### config.mk
export PLATFORM = sky130hd
export DESIGN_NAME = main_fsm_ctrl
export DESIGN_NICKNAME = d
export VERILOG_FILES = /design/src/rtl/main_fsm_ctrl.sv
export SDC_FILE = /design/constraint.sdc
export NUM_CORES = 1
export LEC_CHECK = 0
export BUFFER_PORTS_ARGS = -buffer_cell sky130_fd_sc_hd__buf_2
export CAP_MARGIN = 25
export CORE_MARGIN = 5
export CORE_UTILIZATION = 32
export CTS_CLUSTER_DIAMETER = 80
export CTS_CLUSTER_SIZE = 28
export DETAILED_ROUTE_END_ITERATION = 10
export PLACE_DENSITY = 0.61
export SLEW_MARGIN = 20
export SYNTH_ARGS = -nofsm -noshare
export SYNTH_HDL_FRONTEND = slang
export SYNTH_SLANG_ARGS = --single-unit
### constraint.sdc
create_clock -name clk -period 1.3 [get_ports clk]
set_clock_uncertainty 0.15 [all_clocks]
set_input_delay 0.26 -clock clk [delete_from_list [all_inputs] [get_ports clk]]
set_output_delay 0.26 -clock clk [all_outputs]
set_load 0.005 [all_outputs]
### src/rtl/main_fsm_ctrl.sv
// Multicycle RISC-V main control FSM: sequences fetch/decode/execute/memory/writeback
// and drives datapath strobes and mux selects from the current state.
module main_fsm_ctrl #(
   parameter bit MEM_WAIT_EN = 1'b1
) (
   input  logic       clk,
   input  logic       reset,
   input  logic [6:0] op,
   input  logic       zero,
   input  logic       memReady,
   output logic       pcWrite,
   output logic       adrSrc,
   output logic       irWrite,
   output logic       memWrite,
   output logic       regWrite,
   output logic [1:0] aluSrcA,
   output logic [1:0] aluSrcB,
   output logic [1:0] resultSrc,
   output logic [1:0] aluOp,
   output logic       illegalOp,
   output logic       instrDone,
   output logic [3:0] state
);

   typedef enum logic [3:0] {
      S_FETCH    = 4'd0,
      S_DECODE   = 4'd1,
      S_MEMADR   = 4'd2,
      S_MEMREAD  = 4'd3,
      S_MEMWB    = 4'd4,
      S_MEMWRITE = 4'd5,
      S_EXECR    = 4'd6,
      S_ALUWB    = 4'd7,
      S_EXECI    = 4'd8,
      S_JAL      = 4'd9,
      S_BEQ      = 4'd10
   } state_t;

   localparam logic [6:0] OP_LW   = 7'b0000011;
   localparam logic [6:0] OP_SW   = 7'b0100011;
   localparam logic [6:0] OP_R    = 7'b0110011;
   localparam logic [6:0] OP_I    = 7'b0010011;
   localparam logic [6:0] OP_JAL  = 7'b1101111;
   localparam logic [6:0] OP_BEQ  = 7'b1100011;

   state_t state_reg;
   logic   mem_ready;
   logic   pc_update;
   logic   branch;

   assign mem_ready = MEM_WAIT_EN ? memReady : 1'b1;

   always_ff @(posedge clk) begin
      if (reset) begin
         state_reg <= S_FETCH;
      end else begin
         case (state_reg)
            S_FETCH:    state_reg <= mem_ready ? S_DECODE : S_FETCH;
            S_DECODE: begin
               case (op)
                  OP_LW, OP_SW: state_reg <= S_MEMADR;
                  OP_R:         state_reg <= S_EXECR;
                  OP_I:         state_reg <= S_EXECI;
                  OP_JAL:       state_reg <= S_JAL;
                  OP_BEQ:       state_reg <= S_BEQ;
                  default:      state_reg <= S_FETCH;
               endcase
            end
            S_MEMADR:   state_reg <= (op == OP_LW) ? S_MEMREAD : S_MEMWRITE;
            S_MEMREAD:  state_reg <= mem_ready ? S_MEMWB : S_MEMREAD;
            S_MEMWB:    state_reg <= S_FETCH;
            S_MEMWRITE: state_reg <= mem_ready ? S_FETCH : S_MEMWRITE;
            S_EXECR:    state_reg <= S_ALUWB;
            S_EXECI:    state_reg <= S_ALUWB;
            S_ALUWB:    state_reg <= S_FETCH;
            S_JAL:      state_reg <= S_ALUWB;
            S_BEQ:      state_reg <= S_FETCH;
            default:    state_reg <= S_FETCH;
         endcase
      end
   end

   // Outputs depend on memReady in the wait states and must drop the same
   // cycle reset rises, so they are decoded combinationally from the state.
   always_comb begin
      pc_update = 1'b0;
      branch    = 1'b0;
      adrSrc    = 1'b0;
      irWrite   = 1'b0;
      memWrite  = 1'b0;
      regWrite  = 1'b0;
      aluSrcA   = 2'b00;
      aluSrcB   = 2'b00;
      resultSrc = 2'b00;
      aluOp     = 2'b00;
      illegalOp = 1'b0;
      instrDone = 1'b0;
      if (!reset) begin
         case (state_reg)
            S_FETCH: begin
               aluSrcB   = 2'b10;
               resultSrc = 2'b10;
               irWrite   = mem_ready;
               pc_update = mem_ready;
            end
            S_DECODE: begin
               aluSrcA = 2'b01;
               aluSrcB = 2'b01;
               case (op)
                  OP_LW, OP_SW, OP_R, OP_I, OP_JAL, OP_BEQ: illegalOp = 1'b0;
                  default:                                  illegalOp = 1'b1;
               endcase
            end
            S_MEMADR: begin
               aluSrcA = 2'b10;
               aluSrcB = 2'b01;
            end
            S_MEMREAD: adrSrc = 1'b1;
            S_MEMWB: begin
               resultSrc = 2'b01;
               regWrite  = 1'b1;
               instrDone = 1'b1;
            end
            S_MEMWRITE: begin
               adrSrc    = 1'b1;
               memWrite  = 1'b1;
               instrDone = mem_ready;
            end
            S_EXECR: begin
               aluSrcA = 2'b10;
               aluOp   = 2'b10;
            end
            S_EXECI: begin
               aluSrcA = 2'b10;
               aluSrcB = 2'b01;
               aluOp   = 2'b10;
            end
            S_ALUWB: begin
               regWrite  = 1'b1;
               instrDone = 1'b1;
            end
            // Link write happens in the following ALUWB, which signals completion.
            S_JAL: begin
               aluSrcA   = 2'b01;
               aluSrcB   = 2'b10;
               pc_update = 1'b1;
            end
            S_BEQ: begin
               aluSrcA   = 2'b10;
               aluOp     = 2'b01;
               branch    = 1'b1;
               instrDone = 1'b1;
            end
            default: ;
         endcase
      end
      pcWrite = pc_update | (branch & zero);
   end

   assign state = reset ? 4'd0 : state_reg;

endmodule

==> results.md <==
* Root Buffer: clkbuf_4
* Cts hold-fix bufs at 0
* Setup CP Type: reg2out
* Highest cell delay on the worst timing path at 360 ps
* Worst skew pair latency at 240 ps
* Slew HR at 79.7%
* Crit path max fanout at 6
* Max VDD drop at 330 uV
* Post-synth top area cell: dfxtp_1
* Post-DR wirelength/cell at about 14 um
* Post-layout util at 69.5%
* Cell family with most CP delay: flip-flops
* GRT Total Usage at 18.7%
* Number of global-route vias before repair at 915
* Hold slack final at 299 ps
* Final Hold Vio Count at 0
* CTS H-tree lvls at 1
* Die Ht at around 55 um
* GP Congestion at 0.829
* Largest net degree at the start of global routing at 10
* Core outline area at 1960 sq um
* Starting Density at 33.3%
* Crit start category: register
* P per Cell Area at 376 nW/um^2
* # rows at 16
* CTS tree: yes
* Max reg flops at 4
* Grt ovf at 0
* Die X at 55.2 um
* Clock buffer depth at 2
* Via count at roughly 1000
* Worst-margin pin slew at 304 ps
* Status: finished with violations
* Commonest non-fill, non-tap cell in the layout: buf_4
* Clock Sinks at 4
* Clock-pin slew on the worst setup and hold paths at 40 ps
* WP buf/inv at 2
* Synth warn at 0
* Ranking of synthesized cells by area: dfxtp_1 (12%), a21oi_1 (8.4%), nor3_1 (7.7%)
* Synthesized area at ~650 sq um
* Count of cell types in the netlist at 34
* Leakage at between 0.0006 and 0.0007 uW
* Synthesized area per cell at a little under 7 sq um
* FMAX at approximately 570 MHz
* CTS Buf Count at 3
* MaxCap Viol Count at 0
* Ant. Diodes at 0
* Final setup fails at 22
* Global-route wire length before repair at between 4000 and 5000 um
* Final net count at 177
* Worst slack at placement at -287 ps
* RSZ-0062 raised after global routing: true
* I/O Buffers at 29
* CP arrival at around 1300 ps
* Critical Path Sink Type: primary output
* Most frequent cells in the layout: buf_4 (31), buf_2 (26), buf_6 (14)
* 1st-iter DRT viols at 17
* ANT nets after route at 0
* DR pass1 iterations at 4
* Final Cycle Share at 135%
* Final worst slack at -454 ps
* Gate Count Post-Synth at 96
* Pwr Total at slightly above 500 uW
* Min-Delay Path Class: in2reg
* Final worst path period need at 1750 ps
* Antenna violations before repair at 0
* WP data required at 890 ps
* Area delta synth->final at 109%
* Syn Nets at 107
* Max Slew Vio Count at 0
* Number of synthesized register bits at 4
* Sequential-to-total area share from yosys stat at ~12%
* Vias/cell at 5.24
* Share of the synthesized area in the top cell type at 12.3%
* DRC violations left at 0
* Hpwl dp at 1770 um
* Slowest CP cell: dfxtp_4
* Failing checks: negative setup slack
* Crit-path cells: buf_6, nor3_4, nand3_2, a31oi_1, buf_2
* DIE AREA at 3040 sq um
* WL final at approximately 2800 um
* Top-Level Pins at 30
* Share of cells above drive strength 1 at 69.7%
==> cell type report <==
type | count | area [sq um]
inverters | 4 | 17.5
repair buffers | 71 | 520
well taps | 27 | 33.8
clock buffers | 4 | 26.3
flip-flops and latches | 4 | 95.1
fillers | 169 | 598
multi-input cells | 82 | 671
==> cells in the mapped netlist <==
| library cell | n |
|---|---|
| o21bai_1 | 1 |
| xor2_1 | 1 |
| and3b_1 | 1 |
| and3_1 | 3 |
| buf_2 | 2 |
| nand4_1 | 1 |
| nand2b_1 | 7 |
| a21o_1 | 1 |
| and3_2 | 1 |
| a31oi_1 | 3 |
| a21oi_1 | 11 |
| o21ai_0 | 5 |
| a31o_1 | 1 |
| nor2b_1 | 3 |
| nor3b_1 | 3 |
| or4_4 | 1 |
| o31ai_2 | 1 |
| or4bb_1 | 2 |
| a21boi_0 | 2 |
| and2_1 | 1 |
| nand2_1 | 4 |
| nor4_1 | 2 |
| inv_1 | 4 |
| a21o_2 | 1 |
| clkbuf_8 | 3 |
| nor3_1 | 10 |
| o211ai_1 | 1 |
| dfxtp_1 | 4 |
| o21a_1 | 1 |
| nor2_1 | 10 |
| o22a_1 | 1 |
| buf_6 | 1 |
| nand3_1 | 2 |
| nor4_2 | 1 |
==> cell families (layout without fill, tap and decap cells) <==
kind of cell | Yosys count | count (layout) | share of synthesized area [%]
xor+xnor | 1 | 1 | 1.34
simple gates | 52 | 52 | 46.6
flops | 4 | 4 | 12.3
buf+inv | 10 | 79 | 11.9
compound gates | 29 | 29 | 28.0
==> report_power, final <==
| part | internal (uW) | leakage, uW | switching (uW) |
|---|---|---|---|
| Combinational | 119 | 0.000592 | 98.7 |
| Clock | 115 | 0.0000150 | 53.5 |
| Sequential | 119 | 0.0000355 | 5.99 |
| Total | 354 | 0.000643 | 158 |
==> worst register-to-register path: cells and delay by family (launching register included) <==
family / cells / cell delay (ps)
AO/OA/AOI/OAI: 3 / 320
buffers and inverters: 2 / 250
flip-flops: 1 / 390
AND/OR/NAND/NOR: 1 / 490
==> metrics by stage <==
stage | instances | cell area (sq um) | TNS (ps)
after floorplan | 96 | 701 | -375
after global placement | 173 | 1020 | -2690
after detailed placement | 173 | 1020 | -3010
after CTS | 187 | 1220 | -6090
after global routing | 192 | 1360 | -8430
final | 192 | 1360 | -7010
==> final timing paths <==
check	slack [ps]	cells past startpoint	startpoint	end
setup reg to reg	-380	6	state_reg[0]	state_reg[1]
setup / recovery	-450	5	state_reg[1]	illegalOp
hold reg to reg	540	4	state_reg[2]	state_reg[3]
hold / removal	300	5	reset	state_reg[3]
==> metal layers <==
metal  vias up  track usage (%)  wire length (um)
met5         -                0                 0
li1        491                -                 -
met2        27             35.2              1480
met3         2             2.68               143
met1       486             21.9              1130
met4         0             4.45                 8
==> what timing repair did <==
| action | 4_1_cts | 5_1_grt |
|---|---|---|
| setup buffers | 10 | 5 |
| pin swaps | 6 | 15 |
| resized for setup | 27 | 28 |
| endpoints found under the setup margin | 22 | 23 |
Note: power is estimated with default switching activity, not from simulation.
